--- src/rtl/fetch_pc_gen.sv ---
// fetch_pc_gen -- program-counter generator for the fetch stage.
//
// Holds the registered PC and selects the next PC from the decoded
// control-flow op (sequential, beq/bne, j/jal, jr). Also produces the
// instruction-memory word index, a sticky misaligned-jr flag and, optionally,
// a return-address stack used to check jr-as-return targets.
//
// Optional feature macro: FETCH_PC_RAS_EN
//   defined   -> circular return-address stack of RAS_DEPTH entries;
//                jal pushes pc+4, jr with is_ret pops and compares.
//   undefined -> no RAS storage; ras_top and ras_miss tied to 0.
//
// Ports:
//   clk       in   clock, all state on rising edge
//   reset     in   synchronous active-low reset
//   stall     in   hold all state when 1
//   op        in   [2:0] next-PC select (seq/beq/j/jr/jal/bne, 110/111 = seq)
//   zero      in   ALU equality flag for beq/bne
//   imm       in   [25:0] jump index; [15:0] is the branch offset
//   rs_val    in   [WIDTH-1:0] jr register target
//   is_ret    in   marks a jr as a function return
//   pc        out  [WIDTH-1:0] registered current PC
//   pc_plus4  out  [WIDTH-1:0] pc + 4 (jal link value)
//   next_pc   out  [WIDTH-1:0] combinational next-PC
//   iaddr     out  [IADDR_W-1:0] (pc - RESET_PC) >> 2
//   err_align out  sticky misaligned-jr flag
//   ras_top   out  [WIDTH-1:0] top of return-address stack
//   ras_miss  out  one-cycle pulse on a return-prediction mismatch

module fetch_pc_gen #(
    parameter int unsigned         WIDTH     = 32,
    parameter logic [WIDTH-1:0]    RESET_PC  = WIDTH'(32'h0000_3000),
    parameter int unsigned         IADDR_W   = 12,
    parameter int unsigned         RAS_DEPTH = 4
) (
    input  logic               clk,
    input  logic               reset,
    input  logic               stall,
    input  logic [2:0]         op,
    input  logic               zero,
    input  logic [25:0]        imm,
    input  logic [WIDTH-1:0]   rs_val,
    input  logic               is_ret,
    output logic [WIDTH-1:0]   pc,
    output logic [WIDTH-1:0]   pc_plus4,
    output logic [WIDTH-1:0]   next_pc,
    output logic [IADDR_W-1:0] iaddr,
    output logic               err_align,
    output logic [WIDTH-1:0]   ras_top,
    output logic               ras_miss
);

    localparam logic [2:0] OP_SEQ = 3'b000;
    localparam logic [2:0] OP_BEQ = 3'b001;
    localparam logic [2:0] OP_J   = 3'b010;
    localparam logic [2:0] OP_JR  = 3'b011;
    localparam logic [2:0] OP_JAL = 3'b100;
    localparam logic [2:0] OP_BNE = 3'b101;

    logic               [WIDTH-1:0] br_off;
    logic               [WIDTH-1:0] br_tgt;
    logic               [WIDTH-1:0] jmp_tgt;
    logic               [WIDTH-1:0] jr_tgt;
    logic               [WIDTH-1:0] pc_off;
    logic signed        [17:0]      off18;

    // Word offset scaled to bytes, then sign-extended to WIDTH.
    assign off18    = {imm[15:0], 2'b00};
    assign br_off   = WIDTH'(off18);
    assign pc_plus4 = pc + WIDTH'(4);
    assign br_tgt   = pc_plus4 + br_off;
    // Keep pc bits above the 28-bit jump region, replace the rest with imm<<2.
    assign jmp_tgt  = (pc & ~WIDTH'(28'hFFF_FFFF)) | WIDTH'({imm, 2'b00});
    assign jr_tgt   = {rs_val[WIDTH-1:2], 2'b00};

    always_comb begin
        next_pc = pc_plus4;
        case (op)
            OP_SEQ:  next_pc = pc_plus4;
            OP_BEQ:  next_pc = zero ? br_tgt : pc_plus4;
            OP_BNE:  next_pc = zero ? pc_plus4 : br_tgt;
            OP_J,
            OP_JAL:  next_pc = jmp_tgt;
            OP_JR:   next_pc = jr_tgt;
            default: next_pc = pc_plus4;
        endcase
    end

    // Subtraction wraps, so a pc below RESET_PC wraps modulo 2^IADDR_W.
    assign pc_off = pc - RESET_PC;
    assign iaddr  = IADDR_W'(pc_off >> 2);

    always_ff @(posedge clk) begin
        if (!reset) begin
            pc        <= RESET_PC;
            err_align <= 1'b0;
        end else if (!stall) begin
            pc <= next_pc;
            if (op == OP_JR && rs_val[1:0] != 2'b00) begin
                err_align <= 1'b1;
            end
        end
    end

`ifdef FETCH_PC_RAS_EN
    localparam int unsigned      PTR_W     = (RAS_DEPTH > 1) ? $clog2(RAS_DEPTH) : 1;
    localparam logic [PTR_W:0]   DEPTH_CNT = RAS_DEPTH[PTR_W:0];

    logic [WIDTH-1:0] ras_mem [RAS_DEPTH];
    logic [PTR_W-1:0] ras_ptr;
    logic [PTR_W:0]   ras_cnt;
    logic [PTR_W-1:0] top_idx;
    logic             push;
    logic             pop;

    // ras_ptr is the next write slot; the newest entry sits one below it.
    assign top_idx = ras_ptr - PTR_W'(1);
    assign ras_top = (ras_cnt == '0) ? '0 : ras_mem[top_idx];
    assign push    = !stall && (op == OP_JAL);
    assign pop     = !stall && (op == OP_JR) && is_ret;

    always_ff @(posedge clk) begin
        if (!reset) begin
            ras_ptr  <= '0;
            ras_cnt  <= '0;
            ras_miss <= 1'b0;
            for (int unsigned i = 0; i < RAS_DEPTH; i++) begin
                ras_mem[i] <= '0;
            end
        end else begin
            ras_miss <= 1'b0;
            if (push) begin
                // Circular: when full the write lands on the oldest entry.
                ras_mem[ras_ptr] <= pc_plus4;
                ras_ptr          <= ras_ptr + PTR_W'(1);
                if (ras_cnt != DEPTH_CNT) begin
                    ras_cnt <= ras_cnt + 1'b1;
                end
            end
            if (pop) begin
                if (ras_cnt == '0) begin
                    ras_miss <= 1'b1;
                end else begin
                    ras_ptr  <= top_idx;
                    ras_cnt  <= ras_cnt - 1'b1;
                    ras_miss <= (ras_mem[top_idx] != jr_tgt);
                end
            end
        end
    end
`else
    logic unused_is_ret;
    assign unused_is_ret = is_ret;
    assign ras_top  = '0;
    assign ras_miss = 1'b0;
`endif

endmodule
--- config.mk ---
export PLATFORM = sky130hd
export DESIGN_NAME = fetch_pc_gen
export DESIGN_NICKNAME = d
export VERILOG_FILES = /design/src/rtl/fetch_pc_gen.sv
export SDC_FILE = /design/constraint.sdc
export NUM_CORES = 1
export LEC_CHECK = 0
export ABC_AREA = 1
export BUFFER_PORTS_ARGS = -buffer_cell sky130_fd_sc_hd__buf_4
export CORE_MARGIN = 4
export CORE_UTILIZATION = 55
export DETAILED_ROUTE_END_ITERATION = 8
export PLACE_DENSITY = 0.95
export SETUP_SLACK_MARGIN = 0.5
export SLEW_MARGIN = 30
export SYNTH_ARGS = -nofsm -noshare
export SYNTH_HDL_FRONTEND = slang
export SYNTH_SLANG_ARGS = --single-unit
--- constraint.sdc ---
create_clock -name clk -period 6.32 [get_ports clk]
set_input_delay 0.948 -clock clk [delete_from_list [all_inputs] [get_ports clk]]
set_output_delay 0.948 -clock clk [all_outputs]
set_load 0.005 [all_outputs]
==> impl_metrics.ini <==
[route]
vias = 6857
drcViolationCount = 0
wirelength_um = 19910
wl_per_cell_um = 16.05
routed_via_density = 5.530
ant_nets = 0
first_iter_violations = 600
dr.pass1.iters = 6

[timing]
setup-violations-final = 0
finalCriticalPeriod_ns = 4.808
grt_setup_unrepaired = false
timing_hold_violations_final = 0
whs_ns = 0.4837
finClkSkew_ns = 0.007244
setup_slack_ns = 1.512
post-route-period-util_pct = 76.08
finalSetupTns_ns = 0
drv_slew = 0
fmax_mhz = 208.0
worstMarginPinSlew_ns = 1.011
slew_headroom_pct = 32.21

[power_and_ir_drop]
power.leakage_nw = 3.787
power_density_mw_per_mm2 = 151.4
vdd_drop_max_uv = 144.8
power.total_mw = 1.019

[synthesis]
ys_seq_area_share_pct = 12.10
syn_inst = 958
yosysWarnings = 0
synth_edf_count = 0
syn_avg_cell_area_sq_um = 5.697
synth.ff_latch_count = 33
netlist_area_sq_mm = 0.005458
synth_cell_types = 49
synth_ff_type = dfxtp_1
synthArstFlopShare_pct = 0

[clock_network]
cts-root-buf = clkbuf_8
path_clk_slew_ns = 0.07
cts_hold_buffers = 0
clk_latency_ns = 0.29
cts_tree = yes
htreeDepth = 2
cts_buffer_depth = 2
postCtsSetupBuffers = 0
cts-resized-gates = 0
numClockSinks = 33
numCtsBuffers = 5

[placement]
placed_area_sq_mm = 0.006611
post-dp-hpwl_um = 16060
place_ws_ns = 1.988
gp_congestion = 1.018
placed_cells = 1232
portBuffers = 173

[critical_path]
crit_path_max_incr_delay_ns = 0.51
worstPathMaxFanout = 7
critPathArrivalTime_ns = 3.86
cp-start-kind = register
worstPathCellList = ha_1 -> nand2_1 -> inv_2 -> nand2_2 -> nor2_1 -> inv_1 -> nor2_2 -> nand3_1 -> xor2_1 -> inv_1 -> ha_1 -> nand2_1 -> nor2_1 -> inv_1 -> nor3_1 -> nand3_1 -> nand2_1 -> nand2_1 -> nand3_1 -> nand3_1 -> buf_4
cp_slowest_cell = dfxtp_1
cp_num_buf_inv = 5
worstSetupEndpointType = output pin
cp_top_family = simple AND/OR/NAND/NOR gates
path_class = register to output pin
critPathRequiredTime_ns = 5.37

[die]
core_sq_mm = 0.009729
start_util_pct = 56.10
io_pins = 208
fp.dieW_um = 107.6
die_h_um = 107.6
row_count = 36
dieArea_sq_mm = 0.01158

[global_route]
grt_pass1_vias = 6237
grt_max_degree = 33
antenna_found_initial = 0
grt_pass1_wl_um = 30870
grt_usage_pct = 33.45
grt_overflow = 0

[finish]
num-nets-final = 1206
n_antenna_cell = 0
drive_gt1_share_pct = 21.50
mostFrequentLayoutCell = nand2_1
utilization_pct = 69.15
fin_area_sq_mm = 0.006728
layout_common_cells = nand2_1, buf_4, inv_1
syn2layout_area_growth_pct = 23.27
stdcell_count = 1240

[worst_hold_path]
hp-class = register to register

[job]
cap_violations = 0

[run_status]
status = finished clean
## metal layers
metal	up-vias	part of all wire (%)	GRT usage [%]	wire length, um
met5	-	0	0	0
met4	0	3.9	13.35	786
met3	67	11	4.619	2123
met2	396	46	54.75	9254
met1	3096	39	44.21	7744
li1	3298	-	-	-
## area by class of cell
class / instances / area [sq um]
well taps: 133 / 166.4
fillers: 883 / 3002
clock buffers: 7 / 86.33
flip-flops and latches: 33 / 660.6
clock inverters: 1 / 30.03
inverters: 162 / 611.8
repair buffers: 173 / 1299
multi-input cells: 731 / 3874
## synthesized netlist by cell type, drive strengths merged (4+ instances only)
cell type | instances | area share (%)
nand3 | 68 | 6.6
o21bai | 4 | 0.55
and2 | 4 | 0.46
dfxtp | 33 | 12
o2111ai | 4 | 0.87
nand4 | 30 | 3.9
nand2 | 273 | 20
clkbuf | 10 | 0.69
nand3b | 11 | 1.5
nor2 | 102 | 8.4
ha | 33 | 7.6
nor3 | 14 | 1.6
a22o | 13 | 2.1
buf | 54 | 7.2
o21ai | 50 | 4.6
inv | 161 | 11
a21oi | 61 | 5.7
xor2 | 16 | 2.7
## worst reg2reg max path, cell delays in order (launching register included)
cell,delay [ns]
dfxtp_1,0.51
ha_1,0.26
nand2_1,0.10
inv_2,0.10
nand2_2,0.08
nor2_1,0.13
inv_1,0.09
nor2_2,0.16
nand3_1,0.12
xor2_1,0.25
inv_1,0.13
ha_1,0.36
nand2_1,0.09
nor2_1,0.15
inv_1,0.09
nor3_1,0.22
nand3_1,0.17
nand2_1,0.10
nand2_1,0.05
nand3_1,0.15
nand4_1,0.10
nand2_1,0.08
inv_1,0.04
## report_power, final
group	internal, mW	switching (mW)
clock	0.129	0.0816
sequential	0.224	0.0294
combinational	0.227	0.327
## kinds of logic (layout without fill, tap and decap cells)
kind of cell	after synthesis	in the layout	synth area share, %
buffers and inverters	226	343	19.12
DFF	33	33	12.10
AOI/OAI and AO/OA	137	137	14.56
other	1	33	0.06871
and+or+nand+nor	508	508	43.03
adders and majority gates	34	34	7.932
xor gates and xnor gates	19	19	3.187
## sequential cells by signal, summed over array words and instances (netlist names)
signal and count:
pc 32, err_align 1
## worst paths after layout
path / start / to / slack [ns] / cells after the start
max reg2reg: pc[2] / pc[27] / 2.67 / 22
min reg2reg: pc[1] / pc[1] / 0.48 / 2
max: pc[2] / next_pc[27] / 1.51 / 21
min: pc[1] / pc[1] / 0.48 / 2
Note: power is estimated with default switching activity, not from simulation.
